## config.mk

```make
export PLATFORM = sky130hd
export DESIGN_NAME = intdiv_iter
export DESIGN_NICKNAME = d
export VERILOG_FILES = /design/src/rtl/intdiv_iter.sv
export SDC_FILE = /design/constraint.sdc
export NUM_CORES = 1
export LEC_CHECK = 0
export BUFFER_PORTS_ARGS = -buffer_cell sky130_fd_sc_hd__buf_2
export CAP_MARGIN = 40
export CORE_MARGIN = 4
export CORE_UTILIZATION = 47
export DETAILED_ROUTE_END_ITERATION = 10
export PLACE_DENSITY = 0.63
export SETUP_SLACK_MARGIN = 0.05
export SKIP_CTS_REPAIR_TIMING = 1
export SLEW_MARGIN = 10
export SYNTH_ARGS = -nofsm -noshare
export SYNTH_HDL_FRONTEND = slang
export SYNTH_SLANG_ARGS = --single-unit
```

## constraint.sdc

```tcl
create_clock -name clk -period 18.2 [get_ports clk]
set_input_delay 2.73 -clock clk [delete_from_list [all_inputs] [get_ports clk]]
set_output_delay 2.73 -clock clk [all_outputs]
set_load 0.02 [all_outputs]
```

## src/rtl/intdiv_iter.sv

```systemverilog
// Sequential restoring integer divider for the RISC-V M extension.
// Processes IDIV_BITSPERCYCLE quotient bits per cycle; Done pulses with Quot/Rem valid.
package cvw_pkg;
  typedef struct packed {
    int unsigned XLEN;
    int unsigned IDIV_BITSPERCYCLE;
  } cvw_t;
  localparam cvw_t CVW_DEFAULT = '{XLEN: 64, IDIV_BITSPERCYCLE: 1};
endpackage

module intdiv_iter #(
  parameter cvw_pkg::cvw_t P = cvw_pkg::CVW_DEFAULT
) (
  input  logic              clk,
  input  logic              reset,
  input  logic              Start,
  input  logic              Flush,
  input  logic              Signed,
  input  logic              W64,
  input  logic [P.XLEN-1:0] SrcA,
  input  logic [P.XLEN-1:0] SrcB,
  output logic              Busy,
  output logic              Done,
  output logic [P.XLEN-1:0] Quot,
  output logic [P.XLEN-1:0] Rem
);
  localparam int unsigned       XLEN      = P.XLEN;
  localparam int unsigned       B         = P.IDIV_BITSPERCYCLE;
  localparam int unsigned       CW        = $clog2(XLEN / B);
  localparam logic [CW-1:0]     LAST_FULL = CW'(XLEN / B - 1);
  localparam logic [CW-1:0]     LAST_WORD = CW'(32 / B - 1);
  localparam logic [XLEN-1:0]   LO32      = XLEN'(64'h0000_0000_FFFF_FFFF);

  typedef enum logic [1:0] {IDLE, DIV, DONE} state_t;
  state_t state, state_nxt;

  logic [CW-1:0]   cnt;
  logic [XLEN-1:0] q, r, d;
  logic            qsign, rsign, word_r;
  logic            word, neg_a, neg_b, dz;
  logic [XLEN-1:0] a_w, b_w, mag_a, mag_b, a_load;
  logic [XLEN-1:0] q_step, r_step, q_adj, r_adj;
  logic [XLEN:0]   rs, diff;

  function automatic logic [XLEN-1:0] sext_word(input logic [XLEN-1:0] x, input logic w);
    logic [XLEN-1:0] y;
    y = x;
    if (w) y = (x & LO32) | (x[31] ? ~LO32 : '0);
    return y;
  endfunction

  // Operand preparation: word ops are masked to 32 bits and pre-shifted to the top
  // of the quotient register so the same shift-out bit feeds the remainder.
  always_comb begin
    word   = (XLEN == 64) && W64;
    a_w    = word ? (SrcA & LO32) : SrcA;
    b_w    = word ? (SrcB & LO32) : SrcB;
    neg_a  = Signed & (word ? SrcA[31] : SrcA[XLEN-1]);
    neg_b  = Signed & (word ? SrcB[31] : SrcB[XLEN-1]);
    mag_a  = (neg_a ? -a_w : a_w) & (word ? LO32 : '1);
    mag_b  = (neg_b ? -b_w : b_w) & (word ? LO32 : '1);
    a_load = word ? (mag_a << (XLEN - 32)) : mag_a;
    dz     = (b_w == '0);
  end

  always_comb begin
    q_step = q;
    r_step = r;
    rs     = '0;
    diff   = '0;
    for (int unsigned i = 0; i < B; i++) begin
      rs     = {r_step, q_step[XLEN-1]};
      diff   = rs - {1'b0, d};
      q_step = {q_step[XLEN-2:0], ~diff[XLEN]};
      r_step = diff[XLEN] ? rs[XLEN-1:0] : diff[XLEN-1:0];
    end
    q_adj = sext_word(qsign ? -q_step : q_step, word_r);
    r_adj = sext_word(rsign ? -r_step : r_step, word_r);
  end

  always_ff @(posedge clk) begin
    if (reset) state <= IDLE;
    else       state <= state_nxt;
  end

  always_comb begin
    state_nxt = state;
    if (Flush) state_nxt = IDLE;
    else begin
      case (state)
        IDLE:    if (Start) state_nxt = dz ? DONE : DIV;
        DIV:     if (cnt == '0) state_nxt = DONE;
        DONE:    state_nxt = IDLE;
        default: state_nxt = IDLE;
      endcase
    end
  end

  always_comb begin
    Busy = (state != IDLE);
    Done = (state == DONE);
  end

  // Results are loaded on the edge entering DONE so they are valid alongside Done.
  always_ff @(posedge clk) begin
    if (reset) begin
      cnt    <= '0;
      q      <= '0;
      r      <= '0;
      d      <= '0;
      qsign  <= 1'b0;
      rsign  <= 1'b0;
      word_r <= 1'b0;
      Quot   <= '0;
      Rem    <= '0;
    end else begin
      case (state)
        IDLE: if (Start && !Flush) begin
          word_r <= word;
          if (dz) begin
            Quot <= '1;
            Rem  <= sext_word(SrcA, word);
          end else begin
            q     <= a_load;
            r     <= '0;
            d     <= mag_b;
            qsign <= neg_a ^ neg_b;
            rsign <= neg_a;
            cnt   <= word ? LAST_WORD : LAST_FULL;
          end
        end
        DIV: if (!Flush) begin
          q <= q_step;
          r <= r_step;
          if (cnt == '0) begin
            Quot <= q_adj;
            Rem  <= r_adj;
          end else begin
            cnt <= cnt - 1'b1;
          end
        end
        default: ;
      endcase
    end
  end
endmodule

```

; ---- Word level (Yosys, flattened, before mapping)
; Index checks and enable logic that the tools add are counted.
[totals]
reg_bits = 331
elab_cells = 94
output_inout_bits = 130
[op_classes]
n_reduce_logical = 14
n_bitwise = 10
add_sub_neg = 6
muxes = 45
eq_ne = 9
[ops]
columns = cell, n
row1 = $mux W64, 29
row2 = $pmux W64 S2, 4
row3 = $neg A64 Y64, 4
row4 = $or A32 B64 Y64, 3
row5 = $and A64 B64 Y64, 2
row6 = $sub A65 B64 Y65, 1
row7 = $logic_not A64 Y1, 1
row8 = $mux W6, 5
row9 = $ne A2 B2 Y1 const B, 7
row10 = $pmux W6 S2, 1
row11 = $reduce_and A5 Y1, 2
row12 = $logic_not A6 Y1, 1
row13 = $mux W2, 3
row14 = $sub A6 B1 Y6 const B, 1
row15 = $pmux W2 S2, 1
row16 = $reduce_and A2 Y1, 2
row17 = $reduce_and A4 Y1, 1
row18 = $reduce_bool A2 Y1, 2
row19 = $reduce_and A3 Y1, 1
row20 = $and A1 B1 Y1, 2
row21 = $eq A2 B1 Y1 const B, 1
row22 = $eq A2 B2 Y1 const B, 1
row23 = $logic_not A2 Y1, 1
row24 = $mux W1, 2
row25 = other kinds (5), 6

; ---- Longest topological paths before layout
[logic_depth]
word_depth = 10
mapped_depth = 28
depth_no_buf = 22

; ---- Worst setup path after synthesis
; Ideal clock, no wire load.
[synth_path]
path_type = input-to-reg
startpoint = input port SrcB[22]
endpoint = register Quot[47]
t_arrival_ps = 5932
slack_ps = 12124
setup_time_ps = 144
path_stages = 13
path_cell_list = or4_1 > or3_1 > nor3_1 > and3_1 > nand3_1 > o21bai_1 > mux2_2 > or4_1 > buf_2 > nor2_4 > o21ai_1 > o21ai_1 > a211oi_1
[synth_via]
elab_chain_cells = 4
[synth_lines]
columns = item, line_no
row1 = start: declaration, 21  ; input logic [P.XLEN-1:0] SrcB,
row2 = $mux W64, 57  ; b_w = word ? (SrcB & LO32) : SrcB;
row3 = $logic_not A64 Y1, 63  ; dz = (b_w == '0);
row4 = $ne A2 B2 Y1 (no source line), n/a
row5 = $reduce_and A5 Y1 (no source line), n/a
row6 = end signal: assignment, 136  ; Quot <= q_adj;
row7 = end: declaration, 24  ; output logic [P.XLEN-1:0] Quot,
; No other way between the ends.
; A chain may end at the register's enable or synchronous reset.

; ---- Worst setup path after layout
[layout_path]
startpoint = input port SrcB[22]
endpoint = register Quot[49]
; The elaborated chain is that of the path after synthesis.

==> metrics.cfg <==
[status]
outcome=complete, no violations

[place]
place.gp.congestion=0.9704
dp_hpwl_um=82490
place.port_buffers=263
place_area_um2=27450

[logic_synthesis]
synthDistinctLibCells=108
synth_ff_type=dfxtp_1
synth-edff-count=0
ys_seq_elements=331
yosysSeqAreaShare_pct=25.57
synthArstFlopShare_pct=0
syn-cell-area_um2=25910
synthCells=3561
syn_nets=3766
yosys_warnings=0
syn_area_per_cell_um2=7.276

[route]
drt_iter0_markers=3506
route.detailed.drc=0
ant_nets=0
wirelength_um=108200
vias=28693
drt_pre_antenna_iters=11
via_per_inst=6.564
wl_per_cell_um=24.76

[sta]
rsz0062_at_grt=false
fin_crit_sh_pct=43.95
hold_viol_final=0
finalSetupTns_ns=0
holdWs_ns=0.4653
report.final.slew_viol_count=0
setup-violations-final=0
worst_pin_slew_ns=0.9509
max_freq_mhz=125.0
finClkSkew_ns=0.02222
fin_crit_ns=7.998
maxSlewHeadroom_pct=36.22

[global_routing]
grtUsageTotal_pct=34.47
antenna_found_initial=8
gr-total-overflow=0
first_global_vias=26231
grt_pass1_wl_um=161200
grt_max_degree=98

[clock_network]
clk_pin_slew_worst_paths_ns=0.05
cts_root_buf=clkbuf_16
clk_path_buf_depth=3
cts_sinks=331
cts_tree=yes
cts_htree_levels=2
worst_skew_pair.late_latency_ns=0.57
numCtsBuffers=38

[cells_and_area]
nets=3854
area_delta_synth_final_pct=10.74
fin_area_um2=28690
nFillCells=5363
final_util_pct=52.90
drive_above_1_share_pct=13.24

[power]
ir_drop_mv=0.07354
power_density_nw_per_um2=77.36
total_power_w=0.002220
p_leak_nw=11.54

[min_path]
hold_class=flip-flop to flip-flop
min_path_cells=2
min-delay-start=d[4]$_SDFFE_PP0P_
min_to=d[4]$_SDFFE_PP0P_

[floorplanning]
ios=264
die_y_um=242.8
dieWidth_um=242.8
start_util_pct=47.77
std_cell_rows=85
dieArea_um2=58950
coreArea_um2=54240

[worst_setup_path]
end_kind=flip-flop
cp_max_fo=79
crit_path_start=SrcB[22]
path_class=input port to flip-flop
cp.required_ns=18.61
startpoint_type=input port
cp.arrival_ns=8.41
rr_endpoint=Rem[56]$_SDFFE_PP0P_
rr_worst_depth=22
reg2reg_from=q[63]$_SDFFE_PP0P_
reg2reg_setup_slack_ns=11.37

[run]
cap_violations=0

cells in the mapped netlist (25+ instances only):
cell type	n	area (um2)
buf_2	38	190.2
clkbuf_1	185	694.4
inv_1	105	394.1
nor4_1	48	300.3
nand2_1	352	1321
a21o_1	36	270.3
o21a_1	25	187.7
a311oi_1	27	236.5
o21ai_0	224	1121
o31ai_1	64	480.5
o22ai_1	26	162.7
mux2i_1	34	340.3
nand4_1	50	312.8
nand3_1	53	265.3
a211oi_1	85	638.1
a21oi_1	280	1401
or3_1	42	262.8
xor2_1	113	989.7
a22oi_1	49	367.9
a222oi_1	31	310.3
ha_1	70	875.8
o211ai_1	34	255.2
nor2_1	503	1888
nor3_1	120	600.6
xnor2_1	136	1191
dfxtp_1	331	6626
a31oi_1	30	187.7
worst max-delay path: stages:
cell      delay, ns
buf_2          0.13
or4_1          0.57
or3_1          0.38
nor3_1         0.25
and3_1         0.56
nand3_1        0.21
o21bai_1       0.30
mux2_2         0.37
nor4_4         0.20
buf_4          0.45
buf_4          0.68
nand2_1        0.57
nor2_1         0.77
a211oi_1       0.17
how the worst max path moves through the flow:
stage | slack, ns | cells past startpoint | endpoint
after floorplan | 12.12 | 13 | Quot[47]$_SDFFE_PP0P_
after global placement | 10.02 | 14 | Quot[55]$_SDFFE_PP0P_
after detailed placement | 9.78 | 14 | Quot[45]$_SDFFE_PP0P_
after CTS | 10.36 | 14 | Quot[49]$_SDFFE_PP0P_
after global routing | 9.80 | 14 | Quot[53]$_SDFFE_PP0P_
final | 10.20 | 14 | Quot[49]$_SDFFE_PP0P_
layout by cell type, fill, tap and decap left out, types with 14 or more instances in the layout:
cell type | Yosys | layout
nor2_1 | 503 | 501
nand2_1 | 352 | 351
dfxtp_1 | 331 | 330
a21oi_1 | 280 | 280
buf_2 | 38 | 263
o21ai_0 | 224 | 222
xnor2_1 | 136 | 136
nor3_1 | 120 | 119
xor2_1 | 113 | 113
inv_1 | 105 | 104
a211oi_1 | 85 | 85
ha_1 | 70 | 70
o31ai_1 | 64 | 64
nand3_1 | 53 | 53
nand4_1 | 50 | 50
a22oi_1 | 49 | 49
nor4_1 | 48 | 48
or3_1 | 42 | 42
buf_4 | 12 | 40
clkbuf_16 | 0 | 39
a21o_1 | 36 | 36
o211ai_1 | 34 | 34
mux2i_1 | 34 | 34
a222oi_1 | 31 | 31
a31oi_1 | 30 | 30
a311oi_1 | 27 | 27
o22ai_1 | 26 | 26
o21a_1 | 25 | 25
o41ai_1 | 22 | 22
o21ai_1 | 21 | 21
and2_1 | 21 | 21
or4_1 | 21 | 21
nand2b_1 | 20 | 19
and3_1 | 18 | 18
o221a_2 | 18 | 18
or2_2 | 14 | 14
a32o_1 | 14 | 14
flip-flops by register name, indices dropped and copies added (netlist names):
register / flops
word_r: 1
state: 2
cnt: 6
qsign: 1
q: 64
Rem: 64
rsign: 1
r: 64
Quot: 64
d: 64
layout make-up:
class | count | area (um2) | share of cell area, %
antenna | 5 | 12.51 | 0.04361
clock buffer | 53 | 1109 | 3.863
clock inverter | 8 | 112.6 | 0.3924
inverter | 106 | 397.9 | 1.387
multi-input combinational | 2866 | 17880 | 62.31
sequential | 331 | 6628 | 23.10
tap | 696 | 870.8 | 3.035
timing repair buffer | 306 | 1685 | 5.874
kinds of logic after synthesis:
kind of cell / count (synthesis) / share of synthesized area, %
buf+inv: 364 / 5.660
compound gates: 1146 / 30.45
simple gates: 1355 / 24.65
fa+ha+maj: 71 / 3.458
xor+xnor: 249 / 8.417
mux: 45 / 1.792
flops: 331 / 25.57
metal layers:
metal  wire [um]  global-route usage (%)
met1       45980                   46.73
met2       48200                   54.71
met3       10130                   7.196
met4        3893                   11.66
met5          34                       0
report_power, final:
group          switching [W]  leakage (nW)  internal (W)
sequential         0.0000237          2.68      0.000748
clock               0.000324         0.603      0.000451
combinational       0.000458          8.25      0.000214
total               0.000806          11.5       0.00141
stage by stage:
stage	std cells	setup slack [ns]
finish	4371	10.20
global route	4370	9.803
CTS	4364	10.36
detailed placement	4303	9.778
global placement	4299	10.02
floorplan	3561	12.12
No activity file was read; power rests on OpenSTA's default activity.
